### src/rtl/vegeta_array_ctrl.sv
// Sequencer for the VEGETA systolic array: double-buffered weight loads, skewed per-row
// activation injection, per-column output valids and job completion.
module vegeta_array_ctrl #(
  parameter int unsigned X_SCALED = 4,
  parameter int unsigned Y_SCALED = 4,
  parameter int unsigned TREE_LAT = 2,
  parameter int unsigned CNT_W    = 16
) (
  input  logic                clk,
  input  logic                rst,
  input  logic                start,
  input  logic [7:0]          cfg_num_tiles,
  input  logic [CNT_W-1:0]    cfg_rows,
  input  logic [1:0]          cfg_mode,
  input  logic [1:0]          cfg_gemm_mode,
  input  logic                w_avail,
  input  logic                act_avail,
  output logic                busy,
  output logic                done,
  output logic [1:0]          mode,
  output logic [1:0]          gemm_mode,
  output logic                weight_transferring_in,
  output logic                w_rd_en,
  output logic                i_wb,
  output logic [X_SCALED-1:0] act_rd_en,
  output logic [Y_SCALED-1:0] out_valid
);

  // One delay tap per cycle of skew up to the last column's output valid.
  localparam int unsigned Dly = X_SCALED + TREE_LAT + Y_SCALED - 1;
  localparam int unsigned Lcw = (X_SCALED > 1) ? $clog2(X_SCALED) : 1;

  typedef enum logic [1:0] {StIdle, StLoad0, StRun, StDrain} state_e;

  state_e           state_q, state_d;
  logic [7:0]       tiles_q, tile_q;
  logic [CNT_W-1:0] rows_q, inj_cnt_q;
  logic [Lcw-1:0]   load_cnt_q;
  logic             load_q, next_loaded_q, i_wb_q, zdone_q;
  logic [1:0]       mode_q, gemm_q;
  logic [Dly:1]     sr_q;

  logic zero_cfg, last_tile, load_start, w_en, load_last, inj, drain_exit, accept;

  always_comb begin
    zero_cfg   = (cfg_num_tiles == 8'd0) || (cfg_rows == '0);
    accept     = (state_q == StIdle) && start && !zero_cfg;
    last_tile  = (tile_q == tiles_q - 8'd1);
    // The next tile loads into the idle buffer while the current tile runs or drains.
    load_start = !load_q && w_avail &&
                 ((state_q == StLoad0) ||
                  (((state_q == StRun) || (state_q == StDrain)) && !last_tile && !next_loaded_q));
    w_en       = load_q || load_start;
    load_last  = w_en && (load_cnt_q == Lcw'(X_SCALED - 1));
    inj        = (state_q == StRun) && act_avail && (inj_cnt_q < rows_q);
    drain_exit = (state_q == StDrain) && (sr_q == '0) && !load_q &&
                 (last_tile || next_loaded_q);
  end

  always_comb begin
    state_d = state_q;
    unique case (state_q)
      StIdle:  if (accept) state_d = StLoad0;
      StLoad0: if (load_last) state_d = StRun;
      StRun:   if (inj && (inj_cnt_q == rows_q - CNT_W'(1))) state_d = StDrain;
      StDrain: if (drain_exit) state_d = last_tile ? StIdle : StRun;
      default: state_d = StIdle;
    endcase
  end

  always_ff @(posedge clk or posedge rst) begin
    if (rst) begin
      state_q       <= StIdle;
      tiles_q       <= '0;
      tile_q        <= '0;
      rows_q        <= '0;
      inj_cnt_q     <= '0;
      load_cnt_q    <= '0;
      load_q        <= 1'b0;
      next_loaded_q <= 1'b0;
      i_wb_q        <= 1'b0;
      zdone_q       <= 1'b0;
      mode_q        <= '0;
      gemm_q        <= '0;
      sr_q          <= '0;
    end else begin
      state_q <= state_d;
      zdone_q <= (state_q == StIdle) && start && zero_cfg;

      if (accept) begin
        tiles_q       <= cfg_num_tiles;
        rows_q        <= cfg_rows;
        mode_q        <= cfg_mode;
        gemm_q        <= cfg_gemm_mode;
        tile_q        <= '0;
        inj_cnt_q     <= '0;
        next_loaded_q <= 1'b0;
      end

      if (w_en) begin
        if (load_last) begin
          load_q     <= 1'b0;
          load_cnt_q <= '0;
          i_wb_q     <= ~i_wb_q;
        end else begin
          load_q     <= 1'b1;
          load_cnt_q <= load_cnt_q + Lcw'(1);
        end
      end

      if (load_start && (state_q != StLoad0)) next_loaded_q <= 1'b1;
      if (inj) inj_cnt_q <= inj_cnt_q + CNT_W'(1);

      if (drain_exit && !last_tile) begin
        tile_q        <= tile_q + 8'd1;
        inj_cnt_q     <= '0;
        next_loaded_q <= 1'b0;
      end

      sr_q[1] <= inj;
      for (int k = 2; k <= int'(Dly); k++) sr_q[k] <= sr_q[k-1];
    end
  end

  always_comb begin
    busy                   = (state_q != StIdle);
    done                   = zdone_q || (drain_exit && last_tile);
    mode                   = mode_q;
    gemm_mode              = gemm_q;
    weight_transferring_in = w_en;
    w_rd_en                = w_en;
    i_wb                   = i_wb_q;
    act_rd_en              = '0;
    act_rd_en[0]           = inj;
    for (int i = 1; i < int'(X_SCALED); i++) act_rd_en[i] = sr_q[i];
    out_valid = '0;
    for (int j = 0; j < int'(Y_SCALED); j++) out_valid[j] = sr_q[X_SCALED + TREE_LAT + j];
  end

endmodule

### config.mk
export PLATFORM = sky130hd
export DESIGN_NAME = vegeta_array_ctrl
export DESIGN_NICKNAME = d
export VERILOG_FILES = /design/src/rtl/vegeta_array_ctrl.sv
export SDC_FILE = /design/constraint.sdc
export NUM_CORES = 1
export LEC_CHECK = 0
export BUFFER_PORTS_ARGS = -buffer_cell sky130_fd_sc_hd__buf_2
export CORE_MARGIN = 4
export CORE_UTILIZATION = 60
export DETAILED_ROUTE_END_ITERATION = 16
export HOLD_SLACK_MARGIN = 0.1
export PLACE_DENSITY = 0.87
export SYNTH_ARGS = -nofsm -noshare
export SYNTH_HDL_FRONTEND = slang
export SYNTH_SLANG_ARGS = --single-unit
export TNS_END_PERCENT = 1
### constraint.sdc
create_clock -name clk -period 8.6 [get_ports clk]
set_clock_uncertainty 0.1 [all_clocks]
set_input_delay 0.86 -clock clk [delete_from_list [all_inputs] [get_ports clk]]
set_output_delay 0.86 -clock clk [all_outputs]
set_load 0.05 [all_outputs]
==> run metrics <==
reg2reg setup slack about 5.0 ns; vias per inst 6.206; Post-synth EDFFs 0; worst-path cell chain inv_1 > ha_1 > or3b_1 > a211oi_2 > o21ai_1 > o32a_4 > o32a_1 > buf_2; most frequent cells in the layout dfrtp_1 (69), buf_2 (49), nand2_1 (36), inv_1 (28), mux2_2 (28); post-CTS setup buffers 0; CTS Buf Count 9; Worst-path clk slew around 0.080 ns; DRT Wirelength about 10000 um; PortBufs 49; share of cells above drive strength 1 0.2197; Slew HR 0.4083; diode count 0; Setup Viol. Count Final 0; Clk pwr share 0.212; XOR/XNOR Fraction of Synth Area 0.06495; Worst-Skew Late Latency 0.35 ns; status completed; reg-to-reg endpoint inj_cnt_q[14]; Resize count post-CTS 0; Place WS 4.876 ns; top cells by area, synth dfrtp_1 (40%), mux2_2 (7.3%), ha_1 (6.1%); CTS Buffer Depth 2; gr usage total 0.2414; Hold Crit Class register to register; share of power burned in registers 0.350; Slew @ Worst Pin just under 0.9 ns; sw frac 0.4332; number of cells on the worst reg-to-reg path 9; final worst path period share 0.4713; core area around 6900 sq um; Largest stage delay, worst path 0.44 ns; area share of the largest cell type after synthesis 0.4001; HP Start sr_q[5]; Buf/Inv on CP 2; Data required, critical path 7.64 ns; Max VDD drop 0.1776 mV; Die Area roughly 8600 sq um; Worst Hold End sr_q[6]; Initial DRC Count between 200 and 250; CTS Sinks between 60 and 70; final std cells w/o fill between 500 and 600; Filler Cell Count roughly 530; Design Power between 1500 and 2000 uW; Syn-to-layout area delta 11.34%; # hold bufs at CTS 0; first-pass GRT wire length between 15000 and 20000 um; post-synthesis cell count between 400 and 500; PwrDens roughly 330 nW/um^2; post-synth top area cell dfrtp_1; vias ~3600; Die Height 92.81 um; internal power around 900 uW; register bit total from synthesis 69; Final Net Count ~540; # Max-Cap Violations 0; Synth Area in Compound Gates 0.1308; final worst slack ~4.5 ns; DRC 0; largest family of logic cells by synthesized area simple AND/OR/NAND/NOR gates; CP max FO 6; Top delay family on crit path compound AO/OA/AOI/OAI gates; Most used DFF post-synth dfrtp_1; post-synth cell types between 50 and 60; Worst setup SP type register; Post-Synth Simple-Gate Area 0.1951; DR pass1 iterations 5; Post-DRT Antenna Nets 0; most common cell after layout, fill and taps aside dfrtp_1; synth warn 0; reg2reg start tiles_q[0]; Initial Utilization 0.6248; CP endpoint kind primary output; RSZ-0062 raised after global routing no; Worst EP arrival slightly above 3 ns; row count 30; hold path depth 0; Mean Syn Cell Area slightly below 10 sq um; Post-Route Utilization 0.6957; sequential-to-total area share from yosys stat 0.4001; FFs w/ async S/R, synth 1.000; chip width just over 90 um; CP max-delay cell or3b_1; minimum clock period 4.053 ns; placed wire-length estimate 7082 um; largest net degree at the start of global routing 70; initial antenna violation count 0; adder-cell share of the synthesized area 0.06089; Post-Syn Nets between 400 and 500; placed cell count ~570; multiplexer share of the synthesized area 0.08756; residual overflow from global routing 0; setup TNS 0 ns; critical path type register to primary output; Leak between 0.002 and 0.0025 uW; H-Tree Level Count 3; GP Congestion roughly 0.9; I/O pin cnt 50; Post-Syn Area between 4000 and 5000 sq um; TritonCTS clock tree done; endpoints failing hold 0; DR WL/cell 17.22 um; Highest Clock Rate 246.7 MHz; fin. max-slew vios 0; Comb power frac 0.437; vias in the first global route ~3400; root buf cell clkbuf_8; net switching power a little under 700 uW
[power groups by stage]
stage / clock [uW] / combinational (uW) / sequential, uW
2_1_floorplan: 0 / 524 / 562
3_3_place_gp: 0 / 642 / 546
3_5_place_dp: 0 / 677 / 556
4_1_cts: 341 / 690 / 552
5_1_grt: 355 / 755 / 570
6_report: 337 / 694 / 556
[worst reg2reg max path: stages (launching register included)]
cell and delay, ns:
dfrtp_1 0.43, inv_1 0.08, ha_1 0.25, or3b_1 0.44, a211oi_2 0.30, o21ai_1 0.12, o32a_4 0.42, o211ai_4 0.38
and2_1 0.71, a311o_1 0.30
[worst max-delay path by stage]
stage,from,depth (start not counted),endpoint
global route,tiles_q[0],10,done
floorplan,tiles_q[0],8,weight_transferring_in
global placement,act_avail,7,act_rd_en[0]
finish,tiles_q[0],8,weight_transferring_in
CTS,tiles_q[0],8,weight_transferring_in
detailed placement,act_avail,7,act_rd_en[0]
[cells by family after synthesis]
kind of cell | Yosys count
AND/OR/NAND/NOR | 159
AO/OA/AOI/OAI | 75
flip-flops | 69
buffers and inverters | 54
multiplexers | 34
XOR/XNOR | 32
adder cells (fa/ha/maj) | 21
[routing by layer]
metal	wire length, um	vias to the layer above	global-route usage	share of wire
met5	0	-	0	0
met2	4875	132	0.3959	0.49
met4	207	0	0.09768	0.021
met1	4435	1767	0.3127	0.44
li1	-	1696	-	-
met3	523	23	0.04793	0.052
[flip-flops by register name (all words and copies together), names as in the netlist]
signal         flops
next_loaded_q      1
sr_q               9
load_q             1
gemm_mode          2
load_cnt_q         2
mode               2
rows_q            16
inj_cnt_q         16
tile_q             8
i_wb               1
zdone_q            1
state_q            2
tiles_q            8
[cell type report]
cell class              instances  area (sq um)  share of cell area
inverters                      29         108.9             0.02266
clock buffers                  10         137.6             0.02865
clock inverters                 6         116.4             0.02422
flip-flops and latches         69          1727              0.3594
well taps                      96         120.1             0.02500
repair buffers                 52         267.8             0.05573
multi-input cells             321          2327              0.4844
[cell usage after synthesis (all sizes together) (2+ instances only)]
library cell  count
dfrtp            69
nand2            36
mux2             30
inv              29
ha               21
nor3             20
xnor2            20
nor4             18
nor2             17
o21ai            16
buf              15
nand3            15
and3             13
xor2             12
a21oi            11
clkbuf           10
a311o             8
nand2b            7
nand4             7
nor3b             5
or2               5
or3               5
a211o             4
a211oi            4
a31o              4
mux2i             4
or4               4
a31oi             3
o211ai            3
o21bai            3
o22ai             3
a21o              2
and2              2
o21a              2
o31ai             2
o32a              2
or3b              2
or4b              2
[stage by stage]
stage               hold WS [ns]  instance area, sq um
floorplan                 0.2456                  4315
CTS                       0.2811                  4805
global route              0.2943                  4805
global placement          0.2591                  4551
finish                    0.2791                  4805
detailed placement        0.2643                  4551
No activity file was read; power rests on OpenSTA's default activity.
